--- src/rtl/sdram_pkg.sv ---
// -----------------------------------------------------------------------------
// sdram_pkg
//   Definitions shared by the SDRAM controller and its client-side tester:
//   - client word-address geometry (bank + row + col) and data width
//   - one-hot state encoding of the sdram_tester sequencer
// -----------------------------------------------------------------------------
package sdram_pkg;

  // Client-interface geometry, shared with the controller.
  localparam int unsigned SDRAM_BANK_WIDTH = 2;
  localparam int unsigned SDRAM_ROW_WIDTH  = 12;
  localparam int unsigned SDRAM_COL_WIDTH  = 8;
  localparam int unsigned SDRAM_ADDR_WIDTH = SDRAM_BANK_WIDTH + SDRAM_ROW_WIDTH
                                           + SDRAM_COL_WIDTH;
  localparam int unsigned SDRAM_DATA_WIDTH = 16;

  // Tester sequencer states, one-hot.
  typedef enum logic [5:0] {
    ST_IDLE    = 6'b000001,
    ST_WR_REQ  = 6'b000010,
    ST_WR_GAP  = 6'b000100,
    ST_RD_REQ  = 6'b001000,
    ST_RD_WAIT = 6'b010000,
    ST_DONE    = 6'b100000
  } tester_state_e;

endpackage : sdram_pkg

--- src/rtl/sdram_tester_wdog.sv ---
// -----------------------------------------------------------------------------
// sdram_tester_wdog
//   Loadable down-counter used as the tester's stall watchdog.
//   Ports:
//     clk, reset   - clock, synchronous active-high reset
//     clr_i        - force the count to zero (used while nothing is watched)
//     load_i       - load load_val_i (highest priority)
//     en_i         - count down by one per cycle, stopping at zero
//     load_val_i   - value loaded on load_i
//     expired_o    - count has reached zero while enabled
// -----------------------------------------------------------------------------
module sdram_tester_wdog #(
  parameter int unsigned WIDTH = 10
) (
  input  logic             clk,
  input  logic             reset,
  input  logic             clr_i,
  input  logic             load_i,
  input  logic             en_i,
  input  logic [WIDTH-1:0] load_val_i,
  output logic             expired_o
);

  logic [WIDTH-1:0] cnt_q, cnt_d;

  always_comb begin
    // NOTE: the next-state value defaults to the current one before any
    // condition is tested, so no branch can leave it unassigned (no latch).
    cnt_d = cnt_q;
    if (load_i) begin
      cnt_d = load_val_i;
    end else if (clr_i) begin
      cnt_d = '0;
    end else if (en_i && (cnt_q != '0)) begin
      cnt_d = cnt_q - WIDTH'(1);
    end
  end

  always_ff @(posedge clk) begin
    // NOTE: registers are written with non-blocking assignments so every
    // flop samples pre-edge values, independent of block ordering.
    if (reset) begin
      cnt_q <= '0;
    end else begin
      cnt_q <= cnt_d;
    end
  end

  // Only meaningful while counting; an idle, cleared counter never fires.
  assign expired_o = en_i && (cnt_q == '0);

endmodule : sdram_tester_wdog

--- src/rtl/sdram_tester.sv ---
// -----------------------------------------------------------------------------
// sdram_tester
//   Client-side traffic generator/checker for the SDRAM controller. On start
//   it writes P(a) = a[DATA_WIDTH-1:0] ^ SEED to every word 0..ADDR_LAST,
//   reads all of them back and compares, then reports the outcome.
//   Ports:
//     clk, reset          - clock, synchronous active-high reset
//     start               - one-cycle pulse, accepted only when idle
//     sdram_req/ack       - client request / one-cycle accept from controller
//     sdram_addr/rh_wl    - word address, 1=read 0=write
//     sdram_data_w        - write data
//     sdram_data_r/_en    - read data and its valid pulse
//     busy                - test running
//     done/pass/timeout   - sticky result flags
//     err_count           - saturating mismatch count
//     first_err_addr/data - address and read data of the first mismatch
// -----------------------------------------------------------------------------
module sdram_tester
  import sdram_pkg::*;
#(
  parameter int unsigned            ADDR_WIDTH = SDRAM_ADDR_WIDTH,
  parameter int unsigned            DATA_WIDTH = SDRAM_DATA_WIDTH,
  parameter logic [ADDR_WIDTH-1:0]  ADDR_LAST  = {ADDR_WIDTH{1'b1}},
  parameter logic [DATA_WIDTH-1:0]  SEED       = 16'hA5C3,
  parameter int unsigned            WR_GAP     = 4,
  parameter int unsigned            TIMEOUT    = 1023
) (
  input  logic                  clk,
  input  logic                  reset,
  input  logic                  start,
  output logic                  sdram_req,
  input  logic                  sdram_ack,
  output logic [ADDR_WIDTH-1:0] sdram_addr,
  output logic                  sdram_rh_wl,
  output logic [DATA_WIDTH-1:0] sdram_data_w,
  input  logic [DATA_WIDTH-1:0] sdram_data_r,
  input  logic                  sdram_data_r_en,
  output logic                  busy,
  output logic                  done,
  output logic                  pass,
  output logic                  timeout,
  output logic [15:0]           err_count,
  output logic [ADDR_WIDTH-1:0] first_err_addr,
  output logic [DATA_WIDTH-1:0] first_err_data
);

  // Gap counter runs 0..WR_GAP-1 inside ST_WR_GAP.
  localparam int unsigned       GAP_W    = (WR_GAP > 1) ? $clog2(WR_GAP) : 1;
  localparam logic [GAP_W-1:0]  GAP_LAST = GAP_W'(WR_GAP - 1);

  // Loading TIMEOUT-1 makes the watchdog fire on the TIMEOUT-th waiting
  // cycle, so the abort edge lands exactly TIMEOUT clocks after state entry.
  localparam int unsigned       WD_W     = $clog2(TIMEOUT + 1);
  localparam logic [WD_W-1:0]   WD_LOAD  = WD_W'(TIMEOUT - 1);

  function automatic logic [DATA_WIDTH-1:0] pattern(input logic [ADDR_WIDTH-1:0] a);
    return DATA_WIDTH'(a) ^ SEED;
  endfunction

  tester_state_e           state_q,   state_d;
  logic [ADDR_WIDTH-1:0]   addr_q,    addr_d;
  logic [GAP_W-1:0]        gap_q,     gap_d;
  logic                    rh_wl_q,   rh_wl_d;
  logic [DATA_WIDTH-1:0]   data_w_q,  data_w_d;
  logic                    busy_q,    busy_d;
  logic                    done_q,    done_d;
  logic                    pass_q,    pass_d;
  logic                    timeout_q, timeout_d;
  logic [15:0]             err_q,     err_d;
  logic [ADDR_WIDTH-1:0]   ferr_addr_q, ferr_addr_d;
  logic [DATA_WIDTH-1:0]   ferr_data_q, ferr_data_d;

  logic                    addr_is_last;
  logic [ADDR_WIDTH-1:0]   addr_inc;
  logic                    watched;
  logic                    wd_load;
  logic                    wd_expired;

  assign addr_is_last = (addr_q == ADDR_LAST);
  assign addr_inc     = addr_q + ADDR_WIDTH'(1);
  assign watched      = (state_q == ST_WR_REQ) || (state_q == ST_RD_REQ)
                     || (state_q == ST_RD_WAIT);

  // Every ack or read-data event in a watched state causes a transition, so
  // reloading on any state change also covers the ack/data_r_en restarts.
  assign wd_load = (state_d != state_q);

  sdram_tester_wdog #(
    .WIDTH (WD_W)
  ) u_wdog (
    .clk        (clk),
    .reset      (reset),
    .clr_i      (!watched),
    .load_i     (wd_load),
    .en_i       (watched),
    .load_val_i (WD_LOAD),
    .expired_o  (wd_expired)
  );

  always_comb begin
    state_d     = state_q;
    addr_d      = addr_q;
    gap_d       = gap_q;
    rh_wl_d     = rh_wl_q;
    data_w_d    = data_w_q;
    busy_d      = busy_q;
    done_d      = done_q;
    pass_d      = pass_q;
    timeout_d   = timeout_q;
    err_d       = err_q;
    ferr_addr_d = ferr_addr_q;
    ferr_data_d = ferr_data_q;

    unique case (state_q)
      ST_IDLE: begin
        if (start) begin
          done_d      = 1'b0;
          pass_d      = 1'b0;
          timeout_d   = 1'b0;
          err_d       = '0;
          ferr_addr_d = '0;
          ferr_data_d = '0;
          addr_d      = '0;
          rh_wl_d     = 1'b0;
          data_w_d    = pattern('0);
          busy_d      = 1'b1;
          state_d     = ST_WR_REQ;
        end
      end

      ST_WR_REQ: begin
        if (sdram_ack) begin
          gap_d   = '0;
          state_d = ST_WR_GAP;
        end else if (wd_expired) begin
          timeout_d = 1'b1;
          state_d   = ST_DONE;
        end
      end

      // Address/data only change on the edge that re-enters a request state,
      // which keeps them stable for the controller after each ack.
      ST_WR_GAP: begin
        if (gap_q == GAP_LAST) begin
          if (addr_is_last) begin
            addr_d  = '0;
            rh_wl_d = 1'b1;
            state_d = ST_RD_REQ;
          end else begin
            addr_d   = addr_inc;
            data_w_d = pattern(addr_inc);
            state_d  = ST_WR_REQ;
          end
        end else begin
          gap_d = gap_q + GAP_W'(1);
        end
      end

      ST_RD_REQ: begin
        if (sdram_ack) begin
          state_d = ST_RD_WAIT;
        end else if (wd_expired) begin
          timeout_d = 1'b1;
          state_d   = ST_DONE;
        end
      end

      ST_RD_WAIT: begin
        if (sdram_data_r_en) begin
          if (sdram_data_r != pattern(addr_q)) begin
            if (err_q != 16'hFFFF) begin
              err_d = err_q + 16'd1;
            end
            if (err_q == '0) begin
              ferr_addr_d = addr_q;
              ferr_data_d = sdram_data_r;
            end
          end
          if (addr_is_last) begin
            state_d = ST_DONE;
          end else begin
            addr_d  = addr_inc;
            state_d = ST_RD_REQ;
          end
        end else if (wd_expired) begin
          timeout_d = 1'b1;
          state_d   = ST_DONE;
        end
      end

      ST_DONE: begin
        busy_d  = 1'b0;
        done_d  = 1'b1;
        pass_d  = (err_q == '0) && !timeout_q;
        state_d = ST_IDLE;
      end

      default: begin
        state_d = ST_IDLE;
      end
    endcase
  end

  always_ff @(posedge clk) begin
    if (reset) begin
      state_q     <= ST_IDLE;
      addr_q      <= '0;
      gap_q       <= '0;
      rh_wl_q     <= 1'b0;
      data_w_q    <= '0;
      busy_q      <= 1'b0;
      done_q      <= 1'b0;
      pass_q      <= 1'b0;
      timeout_q   <= 1'b0;
      err_q       <= '0;
      ferr_addr_q <= '0;
      ferr_data_q <= '0;
    end else begin
      state_q     <= state_d;
      addr_q      <= addr_d;
      gap_q       <= gap_d;
      rh_wl_q     <= rh_wl_d;
      data_w_q    <= data_w_d;
      busy_q      <= busy_d;
      done_q      <= done_d;
      pass_q      <= pass_d;
      timeout_q   <= timeout_d;
      err_q       <= err_d;
      ferr_addr_q <= ferr_addr_d;
      ferr_data_q <= ferr_data_d;
    end
  end

  // Request is decoded from state and gated by reset so an abort withdraws
  // it immediately rather than one edge later.
  assign sdram_req      = ((state_q == ST_WR_REQ) || (state_q == ST_RD_REQ)) && !reset;
  assign sdram_addr     = addr_q;
  assign sdram_rh_wl    = rh_wl_q;
  assign sdram_data_w   = data_w_q;
  assign busy           = busy_q;
  assign done           = done_q;
  assign pass           = pass_q;
  assign timeout        = timeout_q;
  assign err_count      = err_q;
  assign first_err_addr = ferr_addr_q;
  assign first_err_data = ferr_data_q;

endmodule : sdram_tester
--- config.mk ---
export PLATFORM = sky130hd
export DESIGN_NAME = sdram_tester
export DESIGN_NICKNAME = d
export VERILOG_FILES = /design/src/rtl/sdram_pkg.sv /design/src/rtl/sdram_tester_wdog.sv /design/src/rtl/sdram_tester.sv
export SDC_FILE = /design/constraint.sdc
export NUM_CORES = 1
export LEC_CHECK = 0
export BUFFER_PORTS_ARGS = -buffer_cell sky130_fd_sc_hd__buf_2
export CAP_MARGIN = 10
export CORE_MARGIN = 5
export CORE_UTILIZATION = 55
export CTS_BUF_LIST = sky130_fd_sc_hd__clkbuf_2
export DETAILED_ROUTE_END_ITERATION = 7
export PLACE_DENSITY_LB_ADDON = 0.12
export RECOVER_POWER = 50
export SLEW_MARGIN = 0
export SYNTH_ARGS = -nofsm -noshare
export SYNTH_HDL_FRONTEND = slang
export SYNTH_SLANG_ARGS = --single-unit
export TNS_END_PERCENT = 50
--- constraint.sdc ---
create_clock -name clk -period 4.8 [get_ports clk]
set_input_delay 0 -clock clk [delete_from_list [all_inputs] [get_ports clk]]
set_output_delay 0 -clock clk [all_outputs]
set_load 0.005 [all_outputs]
[After elaboration in Yosys (flattened, before gate mapping)]
Index checks and enable logic that the tools add are counted.
Operators by class
  equal/unequal tests: 25
  $add $sub $neg: 4
  mux-type cells: 50
  bitwise gates (word level): 3
  reductions and logical operators: 27
Operator list (number)
  $mux W22: 8
  $mux W16: 10
  $pmux W16 S2: 3
  $pmux W22 S3: 1
  $pmux W22 S2: 1
  $mux W6: 7
  $mux W10: 3
  $pmux W6 S5: 1
  $add A22 B1 Y22 const B: 1
  $eq A22 B22 Y1 const B: 1
  $ne A2 B2 Y1 const B: 10
  $add A16 B1 Y16 const B: 1
  $logic_not A16 Y1: 1
  $ne A16 B16 Y1: 1
  $ne A16 B16 Y1 const B: 1
  $not A8 Y8: 2
  $reduce_and A5 Y1: 3
  $reduce_and A4 Y1: 3
  $logic_not A10 Y1: 1
  $reduce_bool A10 Y1: 1
  $sub A10 B1 Y10 const B: 1
  $pmux W1 S2: 4
  $reduce_bool A2 Y1: 4
  $mux W1: 7
  other kinds (24): 33
Word-level totals
  flip-flop bits (word level): 115
  word-level logic and storage cells: 123
  bits of input ports: 21
  output and inout port bits: 98

[Logic depth before layout (Yosys ltp)]
Gate-level depths: netlist of run 1.
  depth after elaboration: 9
  depth in mapped cells: 9
  mapped depth without buffers: 8

[Hierarchy]
A second synthesis of run 1 with hierarchy kept.
Unflattened totals
  cell total of the unflattened synthesis: 630
  area total of the unflattened synthesis: 5649.2 um2
Modules (own cells, without submodules)
  sdram_tester: cells an instance 544, sequential area each 2102.0 um2, instances 1, area each 4932.2 um2
  sdram_tester_wdog: cells an instance 86, sequential area each 200.2 um2, instances 1, area each 716.9 um2

[Worst setup path after synthesis of run 1]
OpenSTA, ideal clock, no wires.
  path type: register to register
  from: reg addr_q[15], in the netlist sdram_addr[15]
  to: reg addr_q[0], in the netlist sdram_addr[0]
  period minus slack after synthesis: 2.137 ns
  buffers on the path: 2
  library setup time: 0.117 ns
  stages on the path, launching flop included: 9
  required time: 4.683 ns
  arrival: 2.020 ns
  slack: 2.663 ns
  path through: dfxtp_1 > buf_2 > nand2_1 > or4_1 > o211ai_2 > clkbuf_1 > nand2_1 > xnor2_1 > nor2_1
On the way
  word-level cells in the longest chain between the ends: 4
  elaborated cells on any way between the ends: 6
  those cells by class: 2 x eq/ne; 3 x mux; 1 x reduce/logical
Ends and longest elaborated chain
  start: declaration: RTL line sdram_tester.sv:61  | logic [ADDR_WIDTH-1:0] addr_q, addr_d;
  start signal: assignment: RTL line sdram_tester.sv:220  | addr_q <= addr_d;
  $eq A22 B22 Y1 *: RTL line sdram_tester.sv:79  | assign addr_is_last = (addr_q == ADDR_LAST);
  $mux W22: RTL line sdram_tester.sv:145  | if (addr_is_last) begin
  $mux W22: RTL line sdram_tester.sv:144  | if (gap_q == GAP_LAST) begin
  $pmux W22 S3: RTL line sdram_tester.sv:114  | unique case (state_q)
Every way passes the cells marked *; elsewhere a longest branch is shown, timed or not. The select of a mux whose other input is x is not followed.
A chain may end at the register's enable or synchronous reset.

[Worst setup path in the final report of run 1]
  from: reg state_q[1]
  to: reg err_q[14], in the netlist err_count[14]
On the way
  word-level cells in the longest chain between the ends: 3
  elaborated cells on any way between the ends: 9
  those cells by class: 6 x eq/ne; 1 x mux; 2 x reduce/logical
Ends and longest elaborated chain
  start: declaration: RTL line sdram_tester.sv:60  | tester_state_e state_q, state_d;
  start signal: assignment: RTL line sdram_tester.sv:219  | state_q <= state_d;
  $eq A6 B5 Y1 / $eq A6 B1 Y1 (equally long branches): RTL line sdram_tester.sv:114
  $ne A2 B1 Y1 (no line), or another cell as far along
  $reduce_and A5 Y1 (no line)
  end signal: assignment: RTL line sdram_tester.sv:228  | err_q <= err_d;
  end: declaration: RTL line sdram_tester.sv:69  | logic [15:0] err_q, err_d;
Parallel ways exist; a longest one is shown, timed or not.

==> impl_metrics.ini, run 1 <==
[worst_setup_path]
rr_worst_depth = 5
regToRegStartpoint = state_q[1]$_SDFF_PP0_
cp_max_fo = 10
required_ns = 5.46
reg2reg_slack_ns = 1.40
path_class = reg -> reg
r2r-end = err_count[14]$_SDFFE_PP0P_
end_kind = flop
cp-start-kind = flop
worstPathArrival_ns = 4.06

[grt]
grt_overflow = 0
first_global_vias = 5081
grt_usage_pct = 26.9
antenna_found_initial = 0
grt_max_degree = 45
grt_pass1_wl_um = 25600

[route]
wl_met1_um = 6940
drc = 0
wirelength_um = 15600
dr_wl_met3_um = 1290
top_layer_used = met4
drt_iter0_markers = 456
met2_length_um = 6980
ant_nets = 0
viasPerCell = 5.94
num_vias = 5236
wl_per_cell_um = 17.7
first_pass_iters = 5

[clock_tree]
hold_buffers = 22
cts_max_path_buffers = 2
clkTransAtPathRegs_ns = 0.22
clkLatencyLatePin_ns = 0.70
clock_sinks = 115
numCtsBuffers = 17
cts_tree = done
h-tree-depth = 4
cts_resized = 0
cts_setup_buffers = 0
root_buffer = clkbuf_2

[sta]
fin_crit_sh_pct = 70.9
setup_viol = 0
min_period_ns = 3.40
tightest_slew_ns = 1.15
relSlewSlack_pct = 22.4
fmax_mhz = 294
layout_setup_ws_ns = 1.40
drv_slew = 0
tns_ns = 0
rsz0062_at_grt = false
fin_worst_skew_ns = 0.0444
hold_viol = 0

[min_path]
hold_class = in -> reg
worstHoldStart = sdram_data_r[3]
hold_depth = 3
hold_end = first_err_data[3]$_SDFFE_PP0P_

[floorplan]
start_util_pct = 56.3
die_area_um2 = 12100
io_pins = 119
core.rowCount = 36
design.core.area_um2 = 9770
die_w_um = 110
die_height_um = 110

[power_and_ir_drop]
clock_power_share_pct = 29.6
pwr-share-seq_pct = 52.1
p_per_area_nw_per_um2 = 312
power_leakage_nw = 2.47
netSwitchingFraction_pct = 34.2
p_comb_share_pct = 18.2
ir_drop_mv = 0.223
p_int_mw = 1.33
switchingPower_mw = 0.688

[logic_synthesis]
yosysTopAreaCell = dfxtp_1
synth_top_family_by_area = simple AND/OR/NAND/NOR gates
synthMuxAreaShare_pct = 1.27
synth-xor-area-share_pct = 9.39
synth_area_um2 = 5500
synthesis.nets = 644
yosysWarnings = 0
synthTopCellsByArea = dfxtp_1 42%, xnor2_1 7.0%, a22o_1 4.8%
yosysMostFrequentCell = dfxtp_1
synth_ff_type = dfxtp_1
synth_top_area_share_pct = 41.8
synth_edf_count = 0
synth_cells = 617
yosysUniqueCellTypes = 68
synth_fa_ha_area_share_pct = 1.36
synth-compound-area-share_pct = 19.2
postSynthAreaPerCell_um2 = 8.92
async_flop_share_pct = 0
seq_area_frac_synth_pct = 41.8
ys_ff_latch = 115
synthSimpleGateAreaFrac_pct = 22.8
synth_common_cells = 115 x dfxtp_1, 63 x nor2_1, 44 x xnor2_1

[run_status]
status = completed

[placement]
place_congestion = 0.896
port_buffers = 118
place_hpwl_um = 11000
place_ws_ns = 1.91

[cells_and_area]
num_antenna_cells = 0
fin_nets = 763
drive_gt1_share_pct = 15.9
syn2layout_area_growth_pct = 17.1

[run]
cap_viol_max_count = 0
[placed cells by master (no fill, tap or decap), types with 4 or more instances in the layout]
master	count
a211oi_1	5
a21oi_1	30
a22o_1	30
a22oi_1	8
a31oi_1	5
and3_1	10
and4_1	7
buf_2	61
clkbuf_1	57
clkbuf_2	17
clkinv_4	4
clkinvlp_4	4
dfxtp_1	115
dlygate4sd3_1	22
ha_1	6
inv_1	11
mux2i_1	7
nand2_1	38
nand2b_1	11
nand3_1	32
nand3b_1	4
nand4_1	15
nor2_1	64
nor3_1	15
nor3b_1	5
nor4_1	11
o211ai_1	5
o21ai_0	9
o221a_2	8
o22ai_1	9
or3_1	4
or4_1	4
xnor2_1	44
xor2_1	15
[area by class of cell]
type,instances,area (um^2)
inverter,11,41.3
multi-input combinational,448,2960
clock inverter,15,133
clock buffer,17,85.1
sequential,115,2300
tap,133,166
timing repair buffer,143,762
fill,876,3330
[power groups by stage]
stage / clock network, mW / logic [mW] / registers [mW]
6_report: 0.597 / 0.367 / 1.05
3_3_place_gp: 0 / 0.354 / 1.07
4_1_cts: 0.601 / 0.377 / 1.05
2_1_floorplan: 0 / 0.275 / 1.05
3_5_place_dp: 0 / 0.364 / 1.07
5_1_grt: 0.655 / 0.410 / 1.06
[flip-flops by register name, indices dropped and copies added (netlist names), 2 cells and up]
signal,count
first_err_addr,22
gap_q,2
state_q,6
err_count,16
sdram_data_w,16
sdram_addr,22
u_wdog.cnt_q,10
first_err_data,16
[layer usage]
| layer | vias to the layer above | GRT usage (%) |
|---|---|---|
| li1 | 2498 | - |
| met1 | 2482 | 36.6 |
| met2 | 214 | 41.7 |
| met3 | 42 | 6.12 |
| met5 | - | 0 |
| met4 | 0 | 9.97 |
[worst max-delay path by stage]
stage / to / start / slack [ns]
finish: err_count[14]$_SDFFE_PP0P_ / state_q[1]$_SDFF_PP0_ / 1.40
global route: err_count[14]$_SDFFE_PP0P_ / state_q[1]$_SDFF_PP0_ / 1.08
CTS: first_err_addr[9]$_SDFFE_PP0P_ / state_q[3]$_SDFF_PP0_ / 1.85
detailed placement: first_err_addr[5]$_SDFFE_PP0P_ / state_q[3]$_SDFF_PP0_ / 1.91
global placement: first_err_addr[1]$_SDFFE_PP0P_ / state_q[5]$_SDFF_PP0_ / 2.01
floorplan: sdram_addr[0]$_SDFFE_PP0P_ / sdram_addr[15]$_SDFFE_PP0P_ / 2.66
[critical path, stage by stage (launching register included)]
cell and delay [ns]:
dfxtp_1 0.44, nor4_1 0.81, a21boi_0 0.98, nand2_1 0.43, or4_1 0.57, a21oi_1 0.14
[per-stage QoR]
step           instances  cell area [um^2]  power, mW  hold slack (ns)  util [%]
2_1_floorplan        617              5500       1.33            0.112         -
3_3_place_gp         828              6100       1.42            0.248      62.4
3_5_place_dp         828              6100       1.43            0.242      62.4
4_1_cts              882              6540       2.03           0.0571      66.9
5_1_grt              882              6450       2.12           0.0601      66.0
6_report             882              6450       2.01           0.0781      66.0
[logic make-up (layout without fill, tap and decap cells)]
group | after synthesis | count (layout)
buf+inv | 54 | 186
compound gates | 140 | 140
fa+ha+maj | 6 | 6
flops | 115 | 115
xor+xnor | 59 | 59
simple gates | 236 | 236
mux | 7 | 7
No activity file was read; power rests on OpenSTA's default activity.
==> run 2: changes to the inputs <==
- CORE_UTILIZATION: 55 -> 51
- clock period: 4.8 -> 3 ns (I/O delays scaled with it)
==> run 2 against run 1 <==
Against the previous run:
- clock power up 81%
- setup slack got worse by 1.2 ns
- critical path type unchanged
- largest power group unchanged
- critical path depth up 3
- first-iteration DRC count fell by 15%
==> impl_metrics.ini, run 2 (same netlist as run 1, synthesis figures left out) <==
[cells_and_area]
fin_nets = 777
final_cell_mix = 115 x dfxtp_1, 63 x nor2_1, 63 x buf_2, 60 x clkbuf_1, 44 x xnor2_1
num_antenna_cells = 0
syn2layout_area_growth_pct = 19.9
layout_commonest_cell = dfxtp_1
fill_cells = 997
layoutNonFillerInstCount = 903
drive_gt1_share_pct = 17.6
fin_util_pct = 61.7

[grt]
grt_overflow = 0
grt_pass1_wl_um = 25900
antenna_found_initial = 0
grt_usage_pct = 24.8
grt_max_degree = 45
first_global_vias = 5214

[worst_setup_path]
required_ns = 3.62
worst_path_max_delay_cell = dfxtp_1
cp_max_fo = 7
cp-start-kind = flop
worstPathArrival_ns = 3.42
path_class = reg -> reg
path_delay_family = simple AND/OR/NAND/NOR gates
path_cells = ha_1, and3_1, nand2_1, nor4_2, buf_4, nand3_1, a31oi_1, dlygate4sd3_1
end_kind = flop
max_stage_delay_ns = 0.64
critical_path_buf_inv_count = 2

[power_and_ir_drop]
fin_total_pwr_mw = 3.39
ir_drop_mv = 0.265
power_leakage_nw = 2.56
p_per_area_nw_per_um2 = 513

[sta]
tns_ns = 0
setup_viol = 0
rsz0062_at_grt = false
fin_worst_skew_ns = 0.0333
fin_crit_sh_pct = 93.3
tightest_slew_ns = 1.09
timing.hold.ws_ns = 0.104
fmax_mhz = 357
min_period_ns = 2.80
hold_viol = 0
drv_slew = 0
relSlewSlack_pct = 27.7

[route]
drc = 0
viasPerCell = 5.81
wirelength_um = 15900
wl_per_cell_um = 17.6
ant_nets = 0
num_vias = 5242
drt_iter0_markers = 387
first_pass_iters = 5

[clock_tree]
clkTransAtPathRegs_ns = 0.19
cts_setup_buffers = 0
numCtsBuffers = 17
cts_resized = 0
cts_max_path_buffers = 2
cts_tree = done
hold_buffers = 21
root_buffer = clkbuf_2
clock_sinks = 115
clkLatencyLatePin_ns = 0.67
h-tree-depth = 4

[floorplan]
design.core.area_um2 = 10700
die_area_um2 = 13000
die_w_um = 114
core.rowCount = 38
start_util_pct = 51.5
die_height_um = 114
io_pins = 119

[placement]
port_buffers = 118
dp_cells = 850
place_hpwl_um = 11400
place_congestion = 0.855

[run_status]
status = completed

[run]
cap_viol_max_count = 0

[min_path]
hold_class = in -> reg
run 2: cell types whose count changed in the layout (fill, tap and decap cells not counted), moves of 2 or more:
cell,change
buf_2,+2
buf_4,+9
bufinv_16,+2
clkbuf_1,+3
clkinv_1,-2
clkinv_2,+4
clkinv_4,-2
inv_6,-2
run 2: worst paths after layout:
path | from | end | slack, ns | depth (start not counted)
setup / recovery | sdram_addr[1]$_SDFFE_PP0P_ | state_q[3]$_SDFF_PP0_ | 0.20 | 8
hold / removal | sdram_data_r[1] | first_err_data[1]$_SDFFE_PP0P_ | 0.10 | 3
setup reg to reg | sdram_addr[1]$_SDFFE_PP0P_ | state_q[3]$_SDFF_PP0_ | 0.20 | 8
hold reg to reg | done$_SDFFE_PP0P_ | done$_SDFFE_PP0P_ | 0.48 | 2
run 2: tightest hold or removal path, stage by stage:
cell and delay, ns:
dlygate4sd3_1 0.52, buf_2 0.12, a22o_1 0.11
run 2: area by class of cell:
class	count	area (um^2)	area share, %
clock buffers	18	90.1	1.37
clock inverters	14	163	2.46
inverters	11	41.3	0.626
multi-input cells	448	2980	45.2
flip-flops and latches	115	2300	34.9
well taps	140	175	2.65
repair buffers	157	845	12.8
run 2: metrics by stage:
stage / area, um^2 / setup WS [ns]
final: 6600 / 0.202
after global routing: 6600 / 0.0105
after CTS: 6690 / 0.245
after detailed placement: 6230 / 0.358
after global placement: 6230 / 0.384
after floorplan: 5500 / 0.863
run 2: power by group:
| part | switching [mW] | internal, mW | leakage [nW] |
|---|---|---|---|
| sequential | 0.0870 | 1.60 | 0.934 |
| clock | 0.622 | 0.463 | 0.148 |
| combinational | 0.368 | 0.243 | 1.48 |
run 2: layer usage:
metal,share of wire (%),routed length (um),global-route usage (%),vias to the layer above
met5,0,0,0,-
met4,1.8,286,8.39,0
met3,6.8,1070,6.15,24
met2,47,7520,41.4,196
met1,44,6990,31.4,2501
li1,-,-,-,2521
